### src/rtl/timer_ctrl.sv
// MM:SS countdown timer controller.
// Button edges set a preset, start/pause/resume the countdown from an internal
// 1 s tick, and a timed alarm is raised when the count reaches 00:00.
module timer_ctrl #(
    parameter int unsigned TICK_DIV   = 100_000_000,
    parameter int unsigned ALARM_SECS = 10
) (
    input  logic       clk100MHz,
    input  logic       reset,
    input  logic       start,
    input  logic       clear,
    input  logic       secbtn,
    input  logic       tensecbtn,
    input  logic       minbtn,
    output logic [3:0] tenminout,
    output logic [3:0] oneminout,
    output logic [3:0] tensecout,
    output logic [3:0] onesecout,
    output logic       running,
    output logic       alarm
);

    localparam int unsigned PW = (TICK_DIV > 1) ? $clog2(TICK_DIV) : 1;
    localparam int unsigned AW = (ALARM_SECS > 1) ? $clog2(ALARM_SECS + 1) : 1;
    localparam logic [PW-1:0] PRESC_MAX  = PW'(TICK_DIV - 1);
    localparam logic [AW-1:0] ALARM_LAST = AW'(ALARM_SECS - 1);

    typedef enum logic [1:0] {StSet, StRun, StPause, StAlarm} state_t;

    state_t        r_state;
    logic [PW-1:0] r_presc;
    logic [AW-1:0] r_alarm_cnt;
    logic [3:0]    r_tenmin, r_onemin, r_tensec, r_onesec;
    logic          r_running, r_alarm;
    logic          r_prev_start, r_prev_clear, r_prev_sec, r_prev_tensec, r_prev_min;

    logic          w_start_edge, w_clear_edge, w_sec_edge, w_tensec_edge, w_min_edge;
    logic          w_tick, w_nonzero, w_dec_zero;
    logic [3:0]    w_dec_tenmin, w_dec_onemin, w_dec_tensec, w_dec_onesec;
    logic [3:0]    w_inc_tenmin, w_inc_onemin, w_inc_tensec, w_inc_onesec;

    assign w_start_edge  = start & ~r_prev_start;
    assign w_clear_edge  = clear & ~r_prev_clear;
    assign w_sec_edge    = secbtn & ~r_prev_sec;
    assign w_tensec_edge = tensecbtn & ~r_prev_tensec;
    assign w_min_edge    = minbtn & ~r_prev_min;

    assign w_tick    = ((r_state == StRun) || (r_state == StAlarm)) && (r_presc == PRESC_MAX);
    assign w_nonzero = |{r_tenmin, r_onemin, r_tensec, r_onesec};

    // Previous button levels; reset loads the live level so a held button gives no edge
    always_ff @(posedge clk100MHz) begin
        r_prev_start  <= start;
        r_prev_clear  <= clear;
        r_prev_sec    <= secbtn;
        r_prev_tensec <= tensecbtn;
        r_prev_min    <= minbtn;
    end

    // BCD decrement of MM:SS with borrow; only used when the count is nonzero
    always_comb begin
        w_dec_tenmin = r_tenmin;
        w_dec_onemin = r_onemin;
        w_dec_tensec = r_tensec;
        w_dec_onesec = r_onesec;
        if (r_onesec != 4'd0) begin
            w_dec_onesec = r_onesec - 4'd1;
        end else begin
            w_dec_onesec = 4'd9;
            if (r_tensec != 4'd0) begin
                w_dec_tensec = r_tensec - 4'd1;
            end else begin
                w_dec_tensec = 4'd5;
                if (r_onemin != 4'd0) begin
                    w_dec_onemin = r_onemin - 4'd1;
                end else begin
                    w_dec_onemin = 4'd9;
                    w_dec_tenmin = r_tenmin - 4'd1;
                end
            end
        end
        w_dec_zero = ~|{w_dec_tenmin, w_dec_onemin, w_dec_tensec, w_dec_onesec};
    end

    // Preset digit increments; simultaneous button edges all apply together
    always_comb begin
        w_inc_tenmin = r_tenmin;
        w_inc_onemin = r_onemin;
        w_inc_tensec = r_tensec;
        w_inc_onesec = r_onesec;
        if (w_sec_edge) begin
            w_inc_onesec = (r_onesec == 4'd9) ? 4'd0 : r_onesec + 4'd1;
        end
        if (w_tensec_edge) begin
            w_inc_tensec = (r_tensec == 4'd5) ? 4'd0 : r_tensec + 4'd1;
        end
        if (w_min_edge) begin
            if (r_onemin == 4'd9) begin
                w_inc_onemin = 4'd0;
                w_inc_tenmin = (r_tenmin == 4'd9) ? 4'd0 : r_tenmin + 4'd1;
            end else begin
                w_inc_onemin = r_onemin + 4'd1;
            end
        end
    end

    // Main FSM with prescaler, alarm counter, digits and registered status outputs
    always_ff @(posedge clk100MHz) begin
        if (reset) begin
            r_state     <= StSet;
            r_presc     <= '0;
            r_alarm_cnt <= '0;
            r_tenmin    <= 4'd0;
            r_onemin    <= 4'd0;
            r_tensec    <= 4'd0;
            r_onesec    <= 4'd0;
            r_running   <= 1'b0;
            r_alarm     <= 1'b0;
        end else begin
            // Free-run in RUN/ALARM, parked at zero elsewhere; entries override to zero
            if ((r_state == StRun) || (r_state == StAlarm)) begin
                r_presc <= w_tick ? '0 : r_presc + 1'b1;
            end else begin
                r_presc <= '0;
            end

            if (w_clear_edge) begin
                r_state   <= StSet;
                r_tenmin  <= 4'd0;
                r_onemin  <= 4'd0;
                r_tensec  <= 4'd0;
                r_onesec  <= 4'd0;
                r_running <= 1'b0;
                r_alarm   <= 1'b0;
            end else begin
                case (r_state)
                    StSet: begin
                        if (w_start_edge) begin
                            // Starting from 00:00 is ignored
                            if (w_nonzero) begin
                                r_state   <= StRun;
                                r_running <= 1'b1;
                                r_presc   <= '0;
                            end
                        end else begin
                            r_tenmin <= w_inc_tenmin;
                            r_onemin <= w_inc_onemin;
                            r_tensec <= w_inc_tensec;
                            r_onesec <= w_inc_onesec;
                        end
                    end
                    StRun: begin
                        if (w_start_edge) begin
                            r_state   <= StPause;
                            r_running <= 1'b0;
                        end else if (w_tick) begin
                            r_tenmin <= w_dec_tenmin;
                            r_onemin <= w_dec_onemin;
                            r_tensec <= w_dec_tensec;
                            r_onesec <= w_dec_onesec;
                            if (w_dec_zero) begin
                                r_state     <= StAlarm;
                                r_running   <= 1'b0;
                                r_alarm     <= 1'b1;
                                r_presc     <= '0;
                                r_alarm_cnt <= '0;
                            end
                        end
                    end
                    StPause: begin
                        if (w_start_edge) begin
                            r_state   <= StRun;
                            r_running <= 1'b1;
                            r_presc   <= '0;
                        end
                    end
                    StAlarm: begin
                        if (w_start_edge) begin
                            r_state <= StSet;
                            r_alarm <= 1'b0;
                        end else if (w_tick) begin
                            if (r_alarm_cnt == ALARM_LAST) begin
                                r_state <= StSet;
                                r_alarm <= 1'b0;
                            end else begin
                                r_alarm_cnt <= r_alarm_cnt + 1'b1;
                            end
                        end
                    end
                    default: begin
                        r_state   <= StSet;
                        r_running <= 1'b0;
                        r_alarm   <= 1'b0;
                    end
                endcase
            end
        end
    end

    assign tenminout = r_tenmin;
    assign oneminout = r_onemin;
    assign tensecout = r_tensec;
    assign onesecout = r_onesec;
    assign running   = r_running;
    assign alarm     = r_alarm;

endmodule

### config.mk
export PLATFORM = sky130hd
export DESIGN_NAME = timer_ctrl
export DESIGN_NICKNAME = d
export VERILOG_FILES = /design/src/rtl/timer_ctrl.sv
export SDC_FILE = /design/constraint.sdc
export NUM_CORES = 1
export LEC_CHECK = 0
export ABC_CLOCK_PERIOD_IN_PS = 3000
export CAP_MARGIN = 20
export CORE_ASPECT_RATIO = 1.2
export CORE_MARGIN = 4
export CORE_UTILIZATION = 44
export CTS_CLUSTER_SIZE = 14
export DETAILED_ROUTE_END_ITERATION = 16
export PLACE_DENSITY_LB_ADDON = 0.2
export SYNTH_ARGS = -nofsm -noshare
export SYNTH_HDL_FRONTEND = slang
export SYNTH_SLANG_ARGS = --single-unit
### constraint.sdc
create_clock -name clk100MHz -period 3 [get_ports clk100MHz]
set_input_delay 0.3 -clock clk100MHz [delete_from_list [all_inputs] [get_ports clk100MHz]]
set_output_delay 0.3 -clock clk100MHz [all_outputs]
set_load 0.005 [all_outputs]
==> flow_metrics.tcl, run 1 <==
set metrics [dict create \
    critPathMaxFanout 13 \
    p_leak_uw 0.00119 \
    clockPowerShare_pct 37.1 \
    via_per_inst 5.82 \
    yosys_most_used_dff "dfxtp_1" \
    finClkSkew_ns 0.00806 \
    initial_core_util_pct 45.1 \
    fmax_ghz 0.412 \
    yosys_warnings 0 \
    fin_nets 432 \
    gp_congestion 0.837 \
    switching_power_uw 336 \
    netlist_area_mm2 0.00326 \
    seqPwrFrac_pct 54.0 \
    r2r_end "r_alarm_cnt[2]" \
    first_iter_violations 233 \
    rsz0062_at_grt "false" \
    r2r_cells 6 \
    finalCriticalPeriod_ns 2.43 \
    worstSetupStartpoint "oneminout[1]" \
    insertion_delay_ns 0.31 \
    grt_max_degree 28 \
    setup_violations 0 \
    rows 34 \
    hold_class "in -> reg" \
    grt.total_usage_pct 17.6 \
    synthCells 405 \
    arrival_ns 2.63 \
    areaGrowthSynthToFinish_pct 12.0 \
    pwr-share-comb_pct 8.9 \
    vias 2957 \
    final_area_mm2 0.00366 \
    synthTopCellsByArea "dfxtp_1, nor2_1, xor2_1" \
    slew_viol_final 0 \
    post_cts_resized 0 \
    antenna_found_initial 0 \
    die_w_um 86.6 \
    grt_pass1_wl_mm 12.8 \
    clockBufferDepth 2 \
    post_drt_wl_per_cell_um 14.5 \
    min_path_cells 1 \
    status "finished, final reports clean" \
    numCtsBuffers 5 \
    drt_pass1_iterations 6 \
    ir_drop_mv 0.312 \
    cts_root_buf "clkbuf_8" \
    ys_ff_latch 56 \
    yosysTopAreaCell "dfxtp_1" \
    power.internal_uw 1080 \
    finalWirelength_mm 7.37 \
    finalCritPeriodShare_pct 80.9 \
    cts_setup_buffers 0 \
    yosysSeqAreaShare_pct 34.3 \
    die_h_um 102 \
    insertedDiodeCount 0 \
    grt-ovfl-total 0 \
    grt_pass1_vias 2840 \
    synth_top_area_share_pct 34.3 \
    synth_fp_nets 420 \
    r2r-start "oneminout[1]" \
    ios 25 \
    setup_tns_ns 0 \
    synth-edff-count 0 \
    cp-endpoint "r_alarm_cnt[2]" \
    drc 0 \
    tightest_slew_ns 0.864 \
    portBuffers 24 \
    finalHoldViolCount 0 \
    synth.distinct_cells 63 \
    drive_gt1_share_pct 7.89 \
    cts_tree "built" \
    postSynthAreaPerCell_um2 8.06 \
    antenna_left 0 \
    cap_violations 0 \
    cp-end-kind "flip-flop" \
    rrSetupSlack_ns 0.57 \
    power_density_mw_per_mm2 387 \
    hold_buffers 0 \
    relSlewSlack_pct 42.4 \
    startpoint_type "flip-flop" \
    critical_path_class "reg -> reg" \
    dpl.hpwl_mm 5.40 \
    cts.sinks 56 \
    design.core.area_mm2 0.00723 \
    cp.required_ns 3.20 \
    htreeDepth 2 \
    async_reset_ff_share_pct 0 \
    switching_share_pct 23.8 \
    place_area_mm2 0.00354 \
    dieArea_mm2 0.00887 \
    clk_pin_slew_ns 0.10 \
]
==> power groups by stage <==
stage / logic (uW) / clock network, uW / registers (uW)
after floorplan: 92.9 / 0 / 774
after global placement: 124 / 0 / 781
after detailed placement: 125 / 0 / 781
after CTS: 125 / 544 / 764
after global routing: 138 / 580 / 766
final: 125 / 525 / 764
==> layer usage <==
metal	wire length (um)	track usage (%)	vias to the layer above
li1	-	-	1482
met1	3130	20.6	1373
met4	170	7.91	0
met2	3700	30.7	88
met5	0	0	-
met3	368	3.79	14
==> sequential cells by signal (all words and copies together) (netlist names) <==
signal / flops
r_presc: 27
oneminout: 4
onesecout: 4
r_alarm_cnt: 4
tenminout: 4
tensecout: 4
r_state: 2
alarm: 1
r_prev_clear: 1
r_prev_min: 1
r_prev_sec: 1
r_prev_start: 1
r_prev_tensec: 1
running: 1
==> cell type report <==
| type | count | area (um2) |
|---|---|---|
| fill | 709 | 3570 |
| clock buffer | 6 | 82.6 |
| sequential | 56 | 1120 |
| inverter | 7 | 26.3 |
| clock inverter | 2 | 38.8 |
| timing repair buffer | 28 | 270 |
| tap | 90 | 113 |
| multi-input combinational | 319 | 2010 |
==> cell usage after synthesis (2+ instances only) <==
cell / n
buf_6: 2
a31oi_1: 3
or2_2: 4
and3_1: 5
ha_1: 8
inv_1: 7
a22oi_1: 2
a311oi_1: 7
buf_1: 2
dfxtp_1: 56
buf_2: 7
nor4_1: 3
o31ai_1: 5
nand2_1: 37
o221ai_1: 3
a31o_2: 2
xnor2_1: 9
and4_1: 4
nor4b_1: 2
o21ai_0: 19
nor3_1: 10
nor2b_1: 4
a21oi_1: 22
or3_1: 4
o21a_1: 5
nor4b_2: 2
nand2b_1: 10
nand4_1: 15
nor3_2: 2
nor2_1: 53
nor4_4: 2
nor3b_1: 2
xor2_1: 22
clkbuf_1: 11
nand3_1: 26
==> per-stage QoR <==
stage               utilization, %  total power, uW  hold slack [ns]  worst slack [ns]  instances
floorplan                        -              867            0.328             0.902        405
global placement              48.9              905            0.439             0.622        500
detailed placement            48.9              906            0.456             0.605        500
CTS                           50.6             1430            0.449             0.580        508
global route                  50.6             1480            0.456             0.452        508
finish                        50.6             1410            0.456             0.572        508
==> kinds of logic (layout without fill, tap and decap cells) <==
kind of cell | after synthesis | in the layout | synth area share (%)
AND/OR/NAND/NOR | 197 | 197 | 33.1
AO/OA/AOI/OAI | 82 | 82 | 16.7
flip-flops | 56 | 56 | 34.3
XOR/XNOR | 31 | 31 | 8.32
buffers and inverters | 30 | 43 | 4.22
adder cells (fa/ha/maj) | 8 | 8 | 3.07
multiplexers | 1 | 1 | 0.307
==> worst min path at each step <==
stage                    to       start  slack (ns)
3_5_place_dp     r_presc[0]  r_presc[0]        0.46
3_3_place_gp     r_presc[0]  r_presc[0]        0.44
5_1_grt          r_prev_min      minbtn        0.46
2_1_floorplan  r_prev_clear       clear        0.33
6_report         r_prev_min      minbtn        0.46
4_1_cts          r_prev_min      minbtn        0.45
==> critical path, stage by stage (launching register included) <==
cell,delay [ns]
dfxtp_1,0.46
nor4_1,0.65
and3_4,0.32
a31oi_2,0.12
or4b_4,0.55
nand4b_2,0.12
o211ai_2,0.08
==> cells in the final DEF (no fill, tap or decap), types with 10 or more instances in the layout <==
master / count
nand2_1: 37
xor2_1: 22
nand2b_1: 10
nor3_1: 10
nor2_1: 53
nand3_1: 26
dfxtp_1: 56
clkdlybuf4s50_1: 24
a21oi_1: 22
nand4_1: 15
o21ai_0: 19
Power figures use the tool's default switching activity.
==> run 2: changes to the inputs <==
ABC_CLOCK_PERIOD_IN_PS = 2400   (was 3000)
clock period = 2.4 ns   (was 3 ns; I/O delays follow)
==> run 2 against run 1 <==
Against the previous run:
- critical path depth stayed put
- first-iteration DRC count decreased by 18%
- clock-buffer cell count stayed put
- maximum frequency increased by 7.2%
- sequential power is 24% higher
- final cell count is 4.3% higher
- global-route usage rose by 0.28 points
- wire length grew 3.1%
- combinational power rose by 44%
- worst hold slack lost 0.061 ns
- setup slack worse by 0.44 ns
- via count is 1.5% higher
==> flow_metrics.tcl, run 2 (same netlist as run 1, synthesis figures left out) <==
set metrics [dict create \
    status "finished, final reports clean" \
    critical_path_class "reg -> reg" \
    critPathMaxFanout 5 \
    cts_root_buf "clkbuf_8" \
    cp.required_ns 2.60 \
    path_cells "nor4_1 -> and3_4 -> a31oi_2 -> or4b_4 -> nand4b_2 -> o211ai_2" \
    numCtsBuffers 5 \
    htreeDepth 2 \
    path_buf_inv 0 \
    max_flop_register "r_presc" \
    drc 0 \
    instances_no_fill 530 \
    tightest_slew_ns 0.647 \
    finClkSkew_ns 0.00722 \
    grt_pass1_wl_mm 13.1 \
    arrival_ns 2.46 \
    relSlewSlack_pct 56.5 \
    finalCriticalPeriod_ns 2.26 \
    dpl.hpwl_mm 5.72 \
    drt_pass1_iterations 4 \
    insertedDiodeCount 0 \
    via_per_inst 5.66 \
    portBuffers 24 \
    clk_pin_slew_ns 0.10 \
    globalRouteMet2Util_pct 31.6 \
    grt_max_degree 28 \
    antenna_left 0 \
    final_common_cell "dfxtp_1" \
    setup_tns_ns 0 \
    cp-end-kind "flip-flop" \
    post-place-cells 522 \
    rows 34 \
    slowest_delay_ns 0.61 \
    ios 25 \
    cts.sinks 56 \
    setup_violations 0 \
    die_w_um 86.6 \
    met1_usage_pct 22.1 \
    final_core_utilization_pct 52.5 \
    ir_drop_mv 0.316 \
    finalWirelength_mm 7.60 \
    initial_core_util_pct 45.1 \
    slowest_stage "nor4_1" \
    use_met3_pct 2.98 \
    grt_pass1_vias 2858 \
    fin_nets 454 \
    busiest_layer "met2" \
    post_drt_wl_per_cell_um 14.3 \
    multi_input_area_mm2 0.00201 \
    final_cell_mix "dfxtp_1, nor2_1, nand2_1" \
    cap_violations 0 \
    seqCellArea_mm2 0.00112 \
    grt.total_usage_pct 17.9 \
    drive_gt1_share_pct 12.7 \
    finalHoldViolCount 0 \
    gp_congestion 0.816 \
    dieArea_mm2 0.00887 \
    insertion_delay_ns 0.30 \
    slew_viol_final 0 \
    finalCritPeriodShare_pct 94.3 \
    die_h_um 102 \
    fmax_ghz 0.442 \
    rsz0062_at_grt "true" \
    hold_class "in -> reg" \
    fill_cells 712 \
    grt-ovfl-total 0 \
    areaGrowthSynthToFinish_pct 16.3 \
    antenna_found_initial 0 \
    power_density_mw_per_mm2 437 \
    first_iter_violations 190 \
    cts_tree "built" \
    largest_register_ff_count 27 \
    startpoint_type "flip-flop" \
    path_delay_family "simple AND/OR/NAND/NOR gates" \
    clockBufferDepth 2 \
    vias 3000 \
    p_leak_uw 0.00130 \
    design.core.area_mm2 0.00723 \
]
==> run 2: routing by layer <==
| metal | wire, um | share of wire, % | vias to the layer above |
|---|---|---|---|
| li1 | - | - | 1525 |
| met1 | 3320 | 44 | 1393 |
| met2 | 3830 | 50 | 70 |
| met3 | 331 | 4.4 | 12 |
| met4 | 126 | 1.7 | 0 |
| met5 | 0 | 0 | - |
==> run 2: worst reg2reg max path, cell delays in order (launching register included) <==
cell,delay [ns]
dfxtp_1,0.36
nor4_1,0.61
and3_4,0.33
a31oi_2,0.12
or4b_4,0.56
nand4b_2,0.11
o211ai_2,0.07
==> run 2: per-stage QoR <==
stage	power [uW]	setup slack, ns	area [um2]	hold WS [ns]
global route	1740	-0.00401	3790	0.391
CTS	1680	0.146	3790	0.390
global placement	1150	0.174	3700	0.440
floorplan	1080	0.302	3260	0.268
detailed placement	1150	0.169	3700	0.451
finish	1660	0.136	3790	0.394
==> run 2: repair_timing <==
| item | in CTS | in global routing |
|---|---|---|
| setup buffers | 0 | 0 |
| setup endpoints to repair | 0 | 5 |
| hold buffers | 0 | 0 |
| gates resized for setup | 0 | 1 |
==> run 2: path summary, 6_finish.rpt <==
kind	slack [ns]	cells after the start	end	from
setup / recovery	0.14	6	r_alarm_cnt[2]	oneminout[3]
hold / removal	0.39	1	r_prev_min	minbtn
setup reg to reg	0.14	6	r_alarm_cnt[2]	oneminout[3]
hold reg to reg	0.47	1	r_presc[0]	r_presc[0]
==> run 2: layout make-up <==
class	count	area share [%]
multi-input combinational	319	52.9
sequential	56	29.5
timing repair buffer	50	11.5
tap	90	2.97
clock buffer	6	2.18
inverter	7	0.692
clock inverter	2	0.264
==> run 2: report_power, final <==
group | internal (uW) | switching (uW)
combinational | 79.9 | 100
sequential | 939 | 7.96
clock | 231 | 302
